$ cat src/rtl/reg_bank_pkg.sv
// reg_bank_pkg: shared helpers and write-side opcode
// encoding for the 2-read/1-write register bank.
package reg_bank_pkg;

  typedef enum logic [1:0] {
    OP_NONE,
    OP_WRITE,
    OP_CLEAR,
    OP_PRESET
  } bank_op_e;

  function automatic int clog2(input int n);
    int r;
    r = 0;
    for (int i = 0; i < 31; i++)
      if ((1 << i) < n) r = i + 1;
    return r;
  endfunction

  function automatic logic [31:0] all_ones(input int bits);
    logic [31:0] v;
    v = '0;
    for (int i = 0; i < 32; i++)
      if (i < bits) v[i] = 1'b1;
    return v;
  endfunction

  // Preset beats clear beats write.
  function automatic bank_op_e encode_op(
    input logic preset,
    input logic clr,
    input logic wr
  );
    bank_op_e op;
    priority case (1'b1)
      preset:  op = OP_PRESET;
      clr:     op = OP_CLEAR;
      wr:      op = OP_WRITE;
      default: op = OP_NONE;
    endcase
    return op;
  endfunction

endpackage

$ cat src/rtl/reg_bank_read_port.sv
// reg_bank_read_port: one registered read port with
// write bypass, register-0 masking and range check.
module reg_bank_read_port
  import reg_bank_pkg::*;
#(
  parameter int NrOfBits   = 8,
  parameter int NrOfRegs   = 8,
  parameter int AddrBits   = 3,
  parameter int ReadBypass = 1,
  parameter int Reg0Zero   = 0
) (
  input  logic                clk,
  input  logic                reset,
  input  logic                en,
  input  logic                rd_en,
  input  logic [AddrBits-1:0] rd_addr,
  input  logic [NrOfRegs-1:0][NrOfBits-1:0] regs,
  input  bank_op_e            op,
  input  logic [AddrBits-1:0] wr_addr,
  input  logic [NrOfBits-1:0] wr_data,
  output logic [NrOfBits-1:0] rd_data,
  output logic                rd_valid,
  output logic                range_err
);

  localparam bit Sparse =
    NrOfRegs != (1 << clog2(NrOfRegs));
  localparam logic [NrOfBits-1:0] Ones =
    NrOfBits'(all_ones(NrOfBits));

  logic                in_range;
  logic [NrOfBits-1:0] word;

  assign in_range =
    !Sparse || (int'(rd_addr) < NrOfRegs);
  assign range_err = rd_en && !in_range;

  always_comb begin
    word = '0;
    for (int i = 0; i < NrOfRegs; i++)
      if (rd_addr == AddrBits'(i)) word = regs[i];
    if (ReadBypass != 0) begin
      unique case (op)
        OP_PRESET: word = Ones;
        OP_CLEAR:
          if (wr_addr == rd_addr) word = '0;
        OP_WRITE:
          if (wr_addr == rd_addr) word = wr_data;
        default: ;
      endcase
    end
    // Masking runs last so bypass cannot leak through.
    if (!in_range ||
        (Reg0Zero != 0 && rd_addr == '0))
      word = '0;
  end

  always_ff @(posedge clk) begin
    if (reset) begin
      rd_data  <= '0;
      rd_valid <= 1'b0;
    end else if (en) begin
      rd_valid <= rd_en;
      if (rd_en) rd_data <= word;
    end else begin
      rd_valid <= 1'b0;
    end
  end

endmodule

$ cat src/rtl/reg_bank_2r1w.sv
// reg_bank_2r1w: parametrised register bank with one
// write port and two registered read ports.
module reg_bank_2r1w
  import reg_bank_pkg::*;
#(
  parameter int NrOfBits    = 8,
  parameter int NrOfRegs    = 8,
  parameter int AddrBits    = 3,
  parameter int ActiveLevel = 1,
  parameter int ReadBypass  = 1,
  parameter int Reg0Zero    = 0
) (
  input  logic                Clock,
  input  logic                Reset,
  input  logic                ClockEnable,
  input  logic                Tick,
  input  logic                Preset,
  input  logic                ClrAddrEn,
  input  logic                WrEn,
  input  logic [AddrBits-1:0] WrAddr,
  input  logic [NrOfBits-1:0] WrData,
  input  logic                RdEn0,
  input  logic [AddrBits-1:0] RdAddr0,
  input  logic                RdEn1,
  input  logic [AddrBits-1:0] RdAddr1,
  input  logic                cs,
  output logic [NrOfBits-1:0] RdData0,
  output logic [NrOfBits-1:0] RdData1,
  output logic                RdValid0,
  output logic                RdValid1,
  output logic                AddrErr
);

  localparam bit Sparse =
    NrOfRegs != (1 << clog2(NrOfRegs));
  localparam logic [NrOfBits-1:0] Ones =
    NrOfBits'(all_ones(NrOfBits));

  logic                clk_act;
  logic                en;
  logic                wr_ok;
  logic                err0;
  logic                err1;
  bank_op_e            op;
  logic [NrOfBits-1:0] data0;
  logic [NrOfBits-1:0] data1;
  logic [NrOfRegs-1:0][NrOfBits-1:0] regs;

  // Falling-edge builds invert the clock once here.
  assign clk_act = (ActiveLevel != 0) ? Clock : ~Clock;
  assign en      = ClockEnable & Tick;
  assign op      = encode_op(Preset, ClrAddrEn, WrEn);
  assign wr_ok   =
    !Sparse || (int'(WrAddr) < NrOfRegs);

  always_ff @(posedge clk_act) begin
    if (Reset) begin
      regs    <= '0;
      AddrErr <= 1'b0;
    end else if (en) begin
      for (int i = 0; i < NrOfRegs; i++) begin
        if (Reg0Zero == 0 || i != 0) begin
          unique case (op)
            OP_PRESET: regs[i] <= Ones;
            OP_CLEAR:
              if (WrAddr == AddrBits'(i))
                regs[i] <= '0;
            OP_WRITE:
              if (WrAddr == AddrBits'(i))
                regs[i] <= WrData;
            default: ;
          endcase
        end
      end
      if (err0 || err1 ||
          ((WrEn || ClrAddrEn) && !wr_ok))
        AddrErr <= 1'b1;
    end
  end

  reg_bank_read_port #(
    .NrOfBits  (NrOfBits),
    .NrOfRegs  (NrOfRegs),
    .AddrBits  (AddrBits),
    .ReadBypass(ReadBypass),
    .Reg0Zero  (Reg0Zero)
  ) u_rd0 (
    .clk      (clk_act),
    .reset    (Reset),
    .en       (en),
    .rd_en    (RdEn0),
    .rd_addr  (RdAddr0),
    .regs     (regs),
    .op       (op),
    .wr_addr  (WrAddr),
    .wr_data  (WrData),
    .rd_data  (data0),
    .rd_valid (RdValid0),
    .range_err(err0)
  );

  reg_bank_read_port #(
    .NrOfBits  (NrOfBits),
    .NrOfRegs  (NrOfRegs),
    .AddrBits  (AddrBits),
    .ReadBypass(ReadBypass),
    .Reg0Zero  (Reg0Zero)
  ) u_rd1 (
    .clk      (clk_act),
    .reset    (Reset),
    .en       (en),
    .rd_en    (RdEn1),
    .rd_addr  (RdAddr1),
    .regs     (regs),
    .op       (op),
    .wr_addr  (WrAddr),
    .wr_data  (WrData),
    .rd_data  (data1),
    .rd_valid (RdValid1),
    .range_err(err1)
  );

  assign RdData0 = cs ? '0 : data0;
  assign RdData1 = cs ? '0 : data1;

endmodule

$ cat config.mk
export PLATFORM = sky130hd
export DESIGN_NAME = reg_bank_2r1w
export DESIGN_NICKNAME = d
export VERILOG_FILES = /design/src/rtl/reg_bank_pkg.sv /design/src/rtl/reg_bank_read_port.sv /design/src/rtl/reg_bank_2r1w.sv
export SDC_FILE = /design/constraint.sdc
export NUM_CORES = 1
export LEC_CHECK = 0
export ABC_AREA = 1
export CAP_MARGIN = 20
export CELL_PAD_IN_SITES_DETAIL_PLACEMENT = 1
export CELL_PAD_IN_SITES_GLOBAL_PLACEMENT = 1
export CORE_AREA = 2 2 119 121
export CTS_CLUSTER_SIZE = 14
export DETAILED_ROUTE_END_ITERATION = 16
export DIE_AREA = 0 0 121 123
export GPL_ROUTABILITY_DRIVEN = 1
export HOLD_SLACK_MARGIN = 0.03
export PLACE_DENSITY_LB_ADDON = 0.15
export RECOVER_POWER = 50
export SLEW_MARGIN = 20
export SYNTH_ARGS = -nofsm -noshare
export SYNTH_HDL_FRONTEND = slang
export SYNTH_HIERARCHICAL = 1
export SYNTH_SLANG_ARGS = --single-unit
$ cat constraint.sdc
create_clock -name Clock -period 2 [get_ports Clock]
set_input_delay 0.6 -clock Clock [delete_from_list [all_inputs] [get_ports Clock]]
set_output_delay 0.6 -clock Clock [all_outputs]
set_load 0.02 [all_outputs]
==> impl_metrics.tcl, run 1 <==
set metrics [dict create \
    status "finished, final reports clean" \
    holdWs_ns 0.449 \
    syn-instance-count 885 \
    routed-via-count 6326 \
    grt_max_degree 64 \
    wl_per_cell_um 18.4 \
    setup_viol 0 \
    cts_root_buf "clkbuf_16" \
    drive_above_1_share 0.194 \
    ys_warn_count 6 \
    dr.pass1.iters 5 \
    antenna_left 0 \
    syn-mean-instance-area_um2 6.19 \
    r2r_slack_ns 0.67 \
    seq_area_frac_synth 0.303 \
    ys_types 26 \
    io_pins 46 \
    worst-setup-path-type "input port to primary output" \
    path_delay_family "buffers and inverters" \
    clock_sinks 83 \
    p_seq_frac 0.395 \
    die_area_um2 14900 \
    final_area_um2 7000 \
    min-delay-start "AddrErr" \
    r2r_cells 7 \
    internal-power_uw 3160 \
    ir_drop_mv 0.500 \
    p_switching_uw 1500 \
    min_path_cells 2 \
    slowest_stage "dlygate4sd2_1" \
    worst_slack_ns 0.0228 \
    pwr_density_cell_nw_per_um2 666 \
    initial_core_util 0.403 \
    cts_tree "done" \
    nets 1020 \
    std_cell_rows 43 \
    finalHoldViolCount 0 \
    clk_pin_slew_worst_paths_ns 0.06 \
    clockBufferDepth 2 \
    grt_pass1_vias 6272 \
    r2r_start "regs[17]" \
    worstPathCellList "dlygate4sd2_1 > buf_4 > nor2_1 > clkbuf_2" \
    h-tree-depth 3 \
    netlist_area_um2 5480 \
    ctsHoldBuffers 0 \
    grtUsageTotal 0.295 \
    comb_power_share 0.246 \
    drt_iter0_drc 421 \
    final.period_utilization 0.989 \
    drc_errors 0 \
    final.min_clock_period_ns 1.98 \
    num_antenna_cells 0 \
    grt_pass1_wl_um 33400 \
    area_growth_pct 27.8 \
    grt_antenna_before_repair 0 \
    fin_setup_tns_ns 0 \
    dp_hpwl_um 16100 \
    die_h_um 123 \
    port_buffers 45 \
    die_w_um 121 \
    cpPeakStageDelay_ns 0.28 \
    sw_frac_of_total 0.322 \
    wl_um 21700 \
    regToRegEndpoint "u_rd0/rd_data[1]" \
    cts_buffers 9 \
    grt-ovfl-total 0 \
    clockPowerShare 0.358 \
    ys_ff_latch 83 \
    timing.fmax_mhz 506 \
    crit_required_ns 1.40 \
    post_dp_cell_area_um2 6770 \
    coreArea_um2 13600 \
    min_to "AddrErr" \
    max_cap_viol_count 0 \
    synth_fp_nets 912 \
    clock_latency_ns 0.35 \
    p_leak_uw 0.00336 \
    via_per_inst 5.37 \
    cp_max_fo 4 \
    drv_slew 0 \
    rsz0062_at_grt "yes" \
    power.total_uw 4670 \
    gp_congestion 0.932 \
    path_buf_inv 3 \
    worstHoldPathType "flip-flop to flip-flop" \
    cp.arrival_ns 1.38 \
    critPathLaunchType "input port" \
    fin_worst_skew_ns 0.00562 \
    endpoint_kind "primary output" \
    dp_slack_ns -0.568 \
]
[timing repair]
item | 4_1_cts | 5_1_grt
gates resized for setup | 71 | 22
setup buffers | 3 | 0
endpoints found under the setup margin | 40 | 35
cloned | 1 | 0
pin swaps | 2 | 2
[how the worst max path moves through the flow]
stage          depth (start not counted)    endpoint  slack [ns]      start
2_1_floorplan                          3  RdData0[0]        0.14         cs
3_3_place_gp                           4  RdData1[4]       -0.51         cs
3_5_place_dp                           4  RdData1[0]       -0.57         cs
4_1_cts                                4  RdData1[3]       0.001         cs
5_1_grt                               11    regs[19]       -0.03  ClrAddrEn
6_report                               4  RdData1[2]        0.02         cs
[metal layers]
layer	track usage	part of all wire	vias up
met5	0	0	-
met4	0.120	0.031	0
met3	0.0415	0.058	42
met2	0.487	0.47	169
met1	0.388	0.44	3084
li1	-	-	3031
[worst min-delay path: cells and delay by family, from the launching register on]
kind                   cells  cell delay, ns
buffers and inverters      1            0.04
DFF                        1            0.31
AOI/OAI and AO/OA          1            0.05
[Yosys cell counts (all sizes together)]
cell type  number  share of area
inv            96          0.067
o21ai          32          0.034
clkbuf          2         0.0014
conb            2         0.0014
a21oi          98          0.090
nand3         136           0.12
nor3            8          0.021
or2            30          0.034
buf            42          0.063
nand4           4         0.0046
dfxtp          83           0.30
nor2          117          0.087
nand2         229           0.16
xor2            6         0.0096
[per-stage QoR]
step                utilization  instances
finish                    0.514       1177
floorplan                     -        885
global placement          0.497       1158
detailed placement        0.497       1158
CTS                       0.519       1177
global route              0.514       1177
[kinds of logic after synthesis]
logic type                count (synthesis)  share of synthesized area
AOI/OAI and AO/OA                       130                      0.124
xor gates and xnor gates                  6                    0.00959
DFF                                      83                      0.303
other                                     2                    0.00137
buffers and inverters                   140                      0.131
and+or+nand+nor                         524                      0.432
[power by group through the flow]
stage / registers, µW / clock network [µW] / logic, µW
floorplan: 1850 / 0 / 644
global placement: 1870 / 0 / 1100
detailed placement: 1880 / 0 / 1140
CTS: 1840 / 1700 / 1150
global route: 1860 / 1760 / 1250
finish: 1840 / 1670 / 1150
[cells in the final DEF, fill, tap and decap left out, types with 9 or more instances in the layout]
cell type and n:
a21oi_1 96, buf_12 13, buf_4 71, clkbuf_16 9, clkbuf_2 11, clkdlybuf4s50_1 19
dfxtp_1 83, inv_1 85, inv_2 9, nand2_1 220, nand3_1 136, nor2_1 110
o21ai_0 20, o21ai_1 9, or2_2 24
[registers in the layout (all words and copies together), names as in the netlist]
| signal | cells |
|---|---|
| u_rd1/rd_valid | 1 |
| u_rd0/rd_data | 8 |
| AddrErr | 1 |
| u_rd1/rd_data | 8 |
| u_rd0/rd_valid | 1 |
| regs | 64 |
[layout make-up]
| type | instances | area [µm²] |
|---|---|---|
| tap | 180 | 225 |
| inverter | 96 | 365 |
| clock inverter | 5 | 55.1 |
| clock buffer | 10 | 229 |
| sequential | 83 | 1660 |
| timing repair buffer | 141 | 1290 |
| fill | 1901 | 6610 |
| multi-input combinational | 662 | 3180 |
Note: power is estimated with default switching activity, not from simulation.
==> inputs of run 2 (changes only) <==
GPL_TIMING_DRIVEN = 0   (was unset)
==> impl_metrics.tcl, run 2 (same netlist as run 1, synthesis figures left out) <==
set metrics [dict create \
    status "finished, final reports clean" \
    largest_register_ffs 64 \
    port_buffers 40 \
    holdWs_ns 0.457 \
    grt-ovfl-total 0 \
    worstPathCellList "clkdlybuf4s50_1 > inv_2 > o21ai_4 > nor2_4 > nand3_1 > nand2_1 > nor2_1" \
    grt_pass1_vias 5879 \
    dp.cells 1105 \
    fill_cells 1898 \
    cp.arrival_ns 2.19 \
    timing.fmax_mhz 512 \
    gp_congestion 0.924 \
    wl_um 22800 \
    tightestPinTransition_ns 0.619 \
    nets 972 \
    regMostFlops "regs" \
    final.min_clock_period_ns 1.95 \
    drv_slew 0 \
    cts_buffers 9 \
    antenna_left 0 \
    path_buf_inv 2 \
    initial_core_util 0.403 \
    clock_sinks 83 \
    path_delay_family "simple AND/OR/NAND/NOR gates" \
    critPathLaunchType "input port" \
    coreArea_um2 13600 \
    cts_tree "done" \
    instances_no_fill 1130 \
    std_cell_rows 43 \
    fin_worst_skew_ns 0.0103 \
    via_per_inst 5.47 \
    layout_commonest_cell "nand2_1" \
    rsz0062_at_grt "no" \
    final_cell_mix "nand2_1 (213), nand3_1 (136), nor2_1 (102)" \
    wl_per_cell_um 20.2 \
    io_pins 46 \
    drt_iter0_drc 464 \
    pwr_density_cell_nw_per_um2 718 \
    cts_root_buf "clkbuf_16" \
    h-tree-depth 3 \
    routed-via-count 6179 \
    p_leak_uw 0.00310 \
    worst-setup-path-type "input port to flip-flop" \
    endpoint_kind "flip-flop" \
    reg_top3 "regs x64, u_rd0/rd_data x8, u_rd1/rd_data x8" \
    clock_latency_ns 0.36 \
    num_antenna_cells 0 \
    cp_max_fo 8 \
    clockBufferDepth 2 \
    grt_antenna_before_repair 0 \
    dp_hpwl_um 16700 \
    die_w_um 121 \
    finalHoldViolCount 0 \
    grt_pass1_wl_um 33300 \
    area_growth_pct 21.0 \
    drive_above_1_share 0.160 \
    cpPeakStageDelay_ns 0.50 \
    grt_max_degree 14 \
    slowest_stage "clkdlybuf4s50_1" \
    max_cap_viol_count 0 \
    grtUsageTotal 0.305 \
    ir_drop_mv 0.418 \
    die_h_um 123 \
    crit_required_ns 2.24 \
    fin_setup_tns_ns 0 \
    setup_viol 0 \
    final.period_utilization 0.976 \
    dr.pass1.iters 5 \
    die_area_um2 14900 \
    clk_pin_slew_worst_paths_ns 0.06 \
    worstHoldPathType "flip-flop to flip-flop" \
    drc_errors 0 \
    maxSlewHeadroom 0.586 \
]
run 2: cell types whose count changed in the layout (fill, tap and decap cells not counted), moves of 8 or more:
cell | before | now
buf_4 | 71 | 20
buf_6 | 3 | 16
nor2_1 | 110 | 102
nand2_2 | 6 | 15
buf_12 | 13 | 5
run 2: tightest hold or removal path, cell delays in order (launching register included):
cell,delay (ns)
dfxtp_1,0.31
inv_1,0.05
a21oi_1,0.05
run 2: area by class of cell:
class | count | area [µm²] | share of cell area
plain buffers | 44 | 362 | 0.0546
flip-flops and latches | 83 | 1660 | 0.251
clock inverters | 4 | 75.1 | 0.0113
multi-input cells | 662 | 3240 | 0.488
repair buffers | 49 | 465 | 0.0702
inverters | 96 | 365 | 0.0551
clock buffers | 12 | 236 | 0.0357
well taps | 180 | 225 | 0.0340
run 2: through the flow:
stage               setup slack (ns)  utilization  instance area [µm²]  total power [µW]
global placement              -0.761        0.448                 6100              2840
global route                 0.00461        0.487                 6630              4940
detailed placement            -0.818        0.448                 6100              2880
CTS                           -0.160        0.479                 6520              4700
finish                        0.0470        0.487                 6630              4760
floorplan                      0.137            -                 5480              2490
run 2: final timing paths:
kind             from               end  slack [ns]  cells after the start
max            Preset          regs[50]        0.05                      7
min           AddrErr           AddrErr        0.46                      2
max reg2reg  regs[18]  u_rd0/rd_data[2]        0.61                      7
min reg2reg   AddrErr           AddrErr        0.46                      2
run 2: routing by layer:
| layer | share of wire | GRT usage |
|---|---|---|
| met5 | 0 | 0 |
| met4 | 0.026 | 0.0959 |
| met3 | 0.065 | 0.0613 |
| met2 | 0.45 | 0.483 |
| met1 | 0.46 | 0.419 |
run 2: report_power, final:
part	internal [µW]	switching [µW]	leakage [µW]
clock	1100	722	0.000143
sequential	1760	94.6	0.000681
combinational	372	714	0.00228
total	3230	1530	0.00310
run 2: timing repair:
action | 4_1_cts | 5_1_grt
pin swaps | 2 | 5
hold buffers | 0 | 0
buffers inserted | 4 | 5
gates resized for setup | 54 | 41
setup endpoints to repair | 96 | 87
==> inputs of run 3 (changes only) <==
--- a/constraint.sdc
+++ b/constraint.sdc
@@ -3,2 +3,2 @@
 set_output_delay 0.6 -clock Clock [all_outputs]
-set_load 0.02 [all_outputs]
+set_load 0.1 [all_outputs]
==> impl_metrics.tcl, run 3 (same netlist as run 1, synthesis figures left out) <==
set metrics [dict create \
    status "finished, final reports clean" \
    via_per_inst 5.39 \
    grt-ovfl-total 0 \
    min_to "AddrErr" \
    dp_hpwl_um 16400 \
    critPathLaunchType "input port" \
    holdWs_ns 0.460 \
    p_leak_uw 0.00312 \
    power.total_uw 4680 \
    clock_sinks 83 \
    fill_cells 1832 \
    min-delay-start "AddrErr" \
    cts_root_buf "clkbuf_16" \
    worst_slack_ns 0.0199 \
    dp_slack_ns -0.785 \
    final.period_utilization 0.990 \
    pwr_density_cell_nw_per_um2 696 \
    regToRegEndpoint "u_rd1/rd_data[1]" \
    cp.arrival_ns 1.38 \
    wl_um 21900 \
    maxSlewHeadroom 0.621 \
    antenna_left 0 \
    regArea_um2 1660 \
    worst-setup-path-type "input port to primary output" \
    r2r_cells 8 \
    final.min_clock_period_ns 1.98 \
    drt_iter0_drc 551 \
    r2r_start "regs[9]" \
    largest_register_ffs 64 \
    crit_required_ns 1.40 \
    num_antenna_cells 0 \
    timing.fmax_mhz 505 \
    die_w_um 121 \
    reg_top3 "regs x64, u_rd0/rd_data x8, u_rd1/rd_data x8" \
    setup_viol 0 \
    instances_no_fill 1132 \
    ctsHoldBuffers 0 \
    wl_per_cell_um 19.4 \
    finalHoldViolCount 0 \
    grt_max_degree 14 \
    routed-via-count 6106 \
    final_cell_mix "nand2_1 (213), nand3_1 (136), a21oi_1 (96)" \
    dr.pass1.iters 5 \
    nets 974 \
    cts_buffers 9 \
    slowest_stage "clkdlybuf4s18_2" \
    drc_errors 0 \
    regMostFlops "regs" \
    endpoint_kind "primary output" \
    layout_commonest_cell "nand2_1" \
    max_cap_viol_count 0 \
    worstHoldPathType "flip-flop to flip-flop" \
    multi_input_area_um2 3320 \
    cp_max_fo 7 \
    ir_drop_mv 0.375 \
    cts_tree "done" \
    port_buffers 40 \
    r2r_slack_ns 0.69 \
    grtUsageTotal 0.297 \
    cpPeakStageDelay_ns 0.54 \
    clock_latency_ns 0.35 \
    worstPathCellList "clkbuf_16 > nor2_2 > clkdlybuf4s18_2" \
    clk_pin_slew_worst_paths_ns 0.06 \
    area_growth_pct 22.6 \
    die_h_um 123 \
    io_pins 46 \
    drive_above_1_share 0.193 \
    clockBufferDepth 2 \
    fin_worst_skew_ns 0.00755 \
    die_area_um2 14900 \
    grt_antenna_before_repair 0 \
    dp.cells 1105 \
    grt_pass1_vias 5930 \
    grt_pass1_wl_um 33000 \
    drv_slew 0 \
    coreArea_um2 13600 \
    tightestPinTransition_ns 0.566 \
    gp_congestion 0.918 \
    initial_core_util 0.403 \
    h-tree-depth 3 \
    min_path_cells 2 \
    rsz0062_at_grt "no" \
    std_cell_rows 43 \
]
-- run 3: worst max-delay path, delay by kind of cell --
| family | cells | cell delay (ns) |
|---|---|---|
| buffers and inverters | 2 | 0.68 |
| and+or+nand+nor | 1 | 0.09 |
-- run 3: metal layers --
layer | GRT usage | vias to the layer above | wire, µm | share of wire
li1 | - | 2942 | - | -
met3 | 0.0434 | 27 | 1710 | 0.078
met4 | 0.0945 | 0 | 388 | 0.018
met1 | 0.414 | 2945 | 9660 | 0.44
met2 | 0.474 | 192 | 10200 | 0.46
met5 | 0 | - | 0 | 0
-- run 3: stage by stage --
step,area (µm²),utilization,TNS (ns)
detailed placement,6240,0.458,-59.13
global placement,6240,0.458,-54.76
global route,6720,0.494,0
finish,6720,0.494,0
floorplan,5610,-,-0.901
CTS,6590,0.484,-2.57
-- run 3: timing repair --
action                     CTS  global route
gates resized for setup    113            39
pin swaps                    3             5
setup endpoints to repair   99            85
setup buffers                3             8
-- run 3: how the worst max path moves through the flow --
stage,start,depth (start not counted),endpoint,slack (ns)
after floorplan,cs,2,RdData0[7],-0.15
after global routing,cs,3,RdData1[3],0.004
after detailed placement,ClrAddrEn,9,u_rd1/rd_data[3],-0.79
after CTS,Preset,7,regs[38],-0.11
after global placement,cs,4,RdData1[1],-0.74
final,cs,3,RdData1[2],0.02
-- run 3: power breakdown --
group / internal, µW / switching (µW) / leakage, µW
Combinational: 376 / 779 / 0.00229
Clock: 965 / 707 / 0.000143
Sequential: 1760 / 92.9 / 0.000681
-- run 3: cell type report --
type	instances	share of cell area
Sequential cell	83	0.247
Clock inverter	5	0.00801
Multi-Input combinational cell	662	0.495
Clock buffer	11	0.0346
Inverter	96	0.0544
Buffer	44	0.0588
Tap cell	180	0.0335
Timing Repair Buffer	51	0.0685
